[config.mk]
export PLATFORM = sky130hd
export DESIGN_NAME = cpa_resolve_n40
export DESIGN_NICKNAME = d
export VERILOG_FILES = /design/src/rtl/cpa_resolve_n40.sv
export SDC_FILE = /design/constraint.sdc
export NUM_CORES = 1
export LEC_CHECK = 0
export CORE_MARGIN = 2
export CORE_UTILIZATION = 45
export DETAILED_ROUTE_END_ITERATION = 8
export GPL_TIMING_DRIVEN = 0
export PLACE_DENSITY = 0.79
export SLEW_MARGIN = 10
export SYNTH_ARGS = -nofsm -noshare
export SYNTH_HDL_FRONTEND = slang
export SYNTH_SLANG_ARGS = --single-unit
[constraint.sdc]
create_clock -name CLK -period 5.1 [get_ports CLK]
set_input_delay 0.765 -clock CLK [delete_from_list [all_inputs] [get_ports CLK]]
set_output_delay 0.765 -clock CLK [all_outputs]
set_load 0.01 [all_outputs]
[src/rtl/cpa_resolve_n40.sv]
// Sequential carry-propagate resolver: folds a 40-bit carry-save pair (S0, S1, CIN)
// into a binary sum using one CHUNK-bit adder stepped from LSB to MSB chunk.
module cpa_resolve_n40 #(
   parameter int CHUNK = 10
) (
   input  logic        CLK,
   input  logic        nRESET,
   input  logic [39:0] S0,
   input  logic [39:0] S1,
   input  logic        CIN,
   input  logic        IN_VALID,
   output logic        IN_READY,
   output logic [39:0] SUM,
   output logic        OVF,
   output logic        OUT_VALID,
   input  logic        OUT_READY
);

   localparam int N  = 40 / CHUNK;
   localparam int KW = (N > 1) ? $clog2(N) : 1;

   typedef enum logic [1:0] {IDLE, ADD, DONE} state_t;

   state_t            state_reg;
   state_t            state_next;
   logic [39:0]       a_reg;
   logic [39:0]       b_reg;
   logic              hi_reg;
   logic              carry_reg;
   logic              ovf_reg;
   logic [KW-1:0]     k_reg;
   logic [CHUNK:0]    chunk_sum;
   logic              last_chunk;

   // A and B shift right each ADD cycle so the active chunk is always at the bottom.
   assign chunk_sum  = {1'b0, a_reg[CHUNK-1:0]} + {1'b0, b_reg[CHUNK-1:0]}
                     + {{CHUNK{1'b0}}, carry_reg};
   assign last_chunk = (k_reg == KW'(N - 1));

   assign IN_READY  = (state_reg == IDLE);
   assign OUT_VALID = (state_reg == DONE);
   assign OVF       = ovf_reg;

   always_ff @(posedge CLK or negedge nRESET) begin
      if (!nRESET) begin
         state_reg <= IDLE;
      end else begin
         state_reg <= state_next;
      end
   end

   always_comb begin
      state_next = state_reg;
      case (state_reg)
         IDLE:    if (IN_VALID)   state_next = ADD;
         ADD:     if (last_chunk) state_next = DONE;
         DONE:    if (OUT_READY)  state_next = IDLE;
         default:                 state_next = IDLE;
      endcase
   end

   always_ff @(posedge CLK or negedge nRESET) begin
      if (!nRESET) begin
         a_reg     <= '0;
         b_reg     <= '0;
         hi_reg    <= 1'b0;
         carry_reg <= 1'b0;
         ovf_reg   <= 1'b0;
         k_reg     <= '0;
      end else begin
         case (state_reg)
            IDLE: begin
               if (IN_VALID) begin
                  a_reg     <= S0;
                  b_reg     <= {S1[38:0], 1'b0};
                  hi_reg    <= S1[39];
                  carry_reg <= CIN;
                  k_reg     <= '0;
               end
            end
            ADD: begin
               a_reg     <= a_reg >> CHUNK;
               b_reg     <= b_reg >> CHUNK;
               carry_reg <= chunk_sum[CHUNK];
               k_reg     <= k_reg + 1'b1;
               // S1[39] carries weight 2^40, so it can only ever show up as overflow.
               if (last_chunk) begin
                  ovf_reg <= chunk_sum[CHUNK] | hi_reg;
               end
            end
            default: ;
         endcase
      end
   end

   // One result register per chunk; only the chunk selected by k is written.
   for (genvar gi = 0; gi < N; gi++) begin : g_chunk
      logic [CHUNK-1:0] chunk_reg;

      always_ff @(posedge CLK or negedge nRESET) begin
         if (!nRESET) begin
            chunk_reg <= '0;
         end else if (state_reg == ADD && k_reg == KW'(gi)) begin
            chunk_reg <= chunk_sum[CHUNK-1:0];
         end
      end

      assign SUM[gi*CHUNK +: CHUNK] = chunk_reg;
   end

endmodule
==> flow_metrics.py <==
metrics = {
    "status": {
        "status": "finished clean",
    },
    "clock_tree": {
        "cts.clk_slew.worst_paths_ns": 0.06,
        "clk_latency_ns": 0.41,
        "numCtsBuffers": 17,
        "cts_tree": "done",
        "clockBufferDepth": 2,
        "cts-root-buf": "clkbuf_16",
        "cts.sinks": 127,
        "hold_buffers": 0,
        "h-tree-depth": 4,
        "cts_setup_buffers": 0,
        "cts_resized": 0,
    },
    "timing": {
        "max_freq_ghz": 0.395,
        "rsz0062_at_grt": "false",
        "min_period_ns": 2.53,
        "hold_viol_final": 0,
        "post-route-period-util_pct": 49.6,
        "finClkSkew_ns": 0.00720,
        "setup_viol": 0,
        "final_max_slew_viol_count": 0,
        "tightest_slew_ns": 0.657,
        "slew_headroom_pct": 56.2,
    },
    "route": {
        "routed_wl_mm": 15.2,
        "wl_per_cell_um": 15.3,
        "drc": 0,
        "antenna_left": 0,
        "avgViaCountPerCell": 5.27,
        "drt_iter0_drc": 345,
        "vias": 5236,
        "drtPass1Iterations": 5,
    },
    "setup_path": {
        "worstPathMaxFanout": 9,
        "crit_chain": "inv_1 -> fa_1 -> fa_1 -> and2b_2 -> o2111ai_1 -> a31oi_4 -> o22ai_1 -> o21ai_0",
        "cp_data_arrival_time_ns": 2.86,
        "critPathLaunchType": "register",
        "crit_path_end_kind": "register",
        "cp.required_ns": 5.43,
        "critical_path_class": "reg -> reg",
        "cp_common_cell": "fa_1",
        "cp_slowest_stage_delay_ns": 0.47,
        "cp_slowest_cell": "fa_1",
    },
    "floorplanning": {
        "io_pins": 128,
        "dieArea_mm2": 0.0138,
        "die_h_um": 117,
        "initial_utilization_pct": 45.9,
        "fp.dieW_um": 117,
        "core_mm2": 0.0126,
        "rows": 41,
    },
    "synthesis": {
        "syn_area_mm2": 0.00579,
        "synth_adder_area_share_pct": 3.50,
        "synth_warnings": 0,
        "seq_area_frac_synth_pct": 54.8,
        "synthArstFlopShare_pct": 100,
        "ys_ff_latch": 127,
        "mappedNetlistNets": 762,
        "synthMuxAreaShare_pct": 0,
        "synth_compound_area_share_pct": 15.3,
        "synth_top_family_by_area": "simple AND/OR/NAND/NOR gates",
        "synthXorXnorAreaFrac_pct": 0.756,
        "synthCells": 662,
        "yosys.area_share.simple_pct": 21.6,
        "syn_area_per_cell_um2": 8.75,
        "synth-edff-count": 0,
        "yosysUniqueCellTypes": 35,
        "synthFlopType": "dfrtp_1",
    },
    "global_route": {
        "grt.total_usage_pct": 23.0,
        "grt_pass1_wl_mm": 25.3,
        "antenna_found_initial": 0,
        "grt_remaining_overflow": 0,
        "grt_max_degree": 94,
        "grt_pass1_vias": 5355,
    },
    "place": {
        "dp_hpwl_mm": 10.8,
        "finalWeightedCongestion": 0.842,
        "port_buffers": 127,
        "place_area_mm2": 0.00731,
    },
    "cells_and_area": {
        "final_common_cell": "nand2_1",
        "fillers": 1071,
        "final_cell_mix": "nand2_1 (212), dfrtp_1 (127), clkdlybuf4s50_1 (126)",
        "drive_gt1_share_pct": 6.20,
        "area_delta_synth_final_pct": 37.4,
        "antenna_cells": 0,
        "fin_nets": 909,
        "finalInstanceArea_mm2": 0.00796,
    },
    "power": {
        "powerDensity_mw_per_mm2": 737,
        "p_total_w": 0.00587,
        "leakagePower_nw": 3.50,
        "peakVddDrop_v": 0.000304,
    },
    "job": {
        "cap_viol_max_count": 0,
    },
    "min_path": {
        "min_path_type": "in -> async",
    },
}
-- path summary, 6_finish.rpt --
check | start | end | slack [ns] | depth (start not counted)
worst min register to register | g_chunk[3].chunk_reg[3] | g_chunk[3].chunk_reg[3] | 0.47 | 2
min in group CLK | g_chunk[3].chunk_reg[3] | g_chunk[3].chunk_reg[3] | 0.47 | 2
worst max-delay path | a_reg[0] | carry_reg | 2.57 | 8
worst max register to register | a_reg[0] | carry_reg | 2.57 | 8
max in group asynchronous | nRESET | g_chunk[3].chunk_reg[2] | 4.12 | 2
worst min-delay path | nRESET | b_reg[36] | 0.23 | 1
-- per-stage QoR --
stage / setup slack [ns] / TNS [ns] / hold slack [ns] / cells / util (%)
CTS: 2.57 / 0 / 0.242 / 994 / 63.1
detailed placement: 2.59 / 0 / 0.470 / 962 / 57.9
global route: 2.45 / 0 / 0.246 / 994 / 63.1
global placement: -1.56 / -197.25 / 0.463 / 961 / 57.7
floorplan: 2.89 / 0 / 0.446 / 662 / -
finish: 2.57 / 0 / 0.234 / 994 / 63.1
-- critical path, delay by kind of cell (launching register included) --
family / cells / cell delay, ns
AOI/OAI and AO/OA: 4 / 0.90
adders and majority gates: 2 / 0.90
DFF: 1 / 0.36
and+or+nand+nor: 1 / 0.24
buffers and inverters: 1 / 0.06
-- report_power, final --
part           switching [W]  total [W]  internal [W]  leakage [nW]
logic                0.00161    0.00271       0.00109          1.63
clock network       0.000460    0.00134      0.000883         0.314
registers           0.000303    0.00182       0.00152          1.55
total                0.00238    0.00587       0.00350          3.50
-- logic make-up (layout without fill, tap and decap cells) --
family,Yosys count,count (layout)
simple gates,313,313
flops,127,127
fa+ha+maj,15,15
xor+xnor,5,5
compound gates,148,148
buf+inv,54,214
-- area by class of cell --
cell class	instances	area [um^2]	share of cell area, %
Timing Repair Buffer	128	1300	16.3
Multi-Input combinational cell	481	2380	29.9
Buffer	45	199	2.50
Clock buffer	19	443	5.56
Clock inverter	13	210	2.64
Tap cell	172	215	2.70
Sequential cell	127	3180	39.9
Inverter	9	33.8	0.424
-- Yosys cell counts (3+ instances only) --
master	count	share of area (%)
nand3_1	4	0.35
o31ai_1	5	0.65
nand2_1	212	14
nand2b_1	6	0.65
nand3b_1	4	0.52
o21a_1	3	0.39
dfrtp_1	127	55
nand4_1	3	0.32
o21ai_0	60	5.2
buf_4	5	0.65
ha_1	13	2.8
a31oi_1	59	6.4
nor3_1	7	0.60
inv_1	9	0.58
buf_2	9	0.78
buf_1	4	0.26
clkbuf_1	27	1.7
and2_1	3	0.32
a21oi_1	12	1.0
nor2_1	70	4.5
xor2_1	3	0.45
-- routing by layer --
layer  up-vias  track usage, %  wire length [um]
li1       2527               -                 -
met1      2460            28.7              6570
met2       222            38.0              7180
met3        27            6.15              1120
met4         0            9.56               361
met5         -               0                 0
Note: power is estimated with default switching activity, not from simulation.
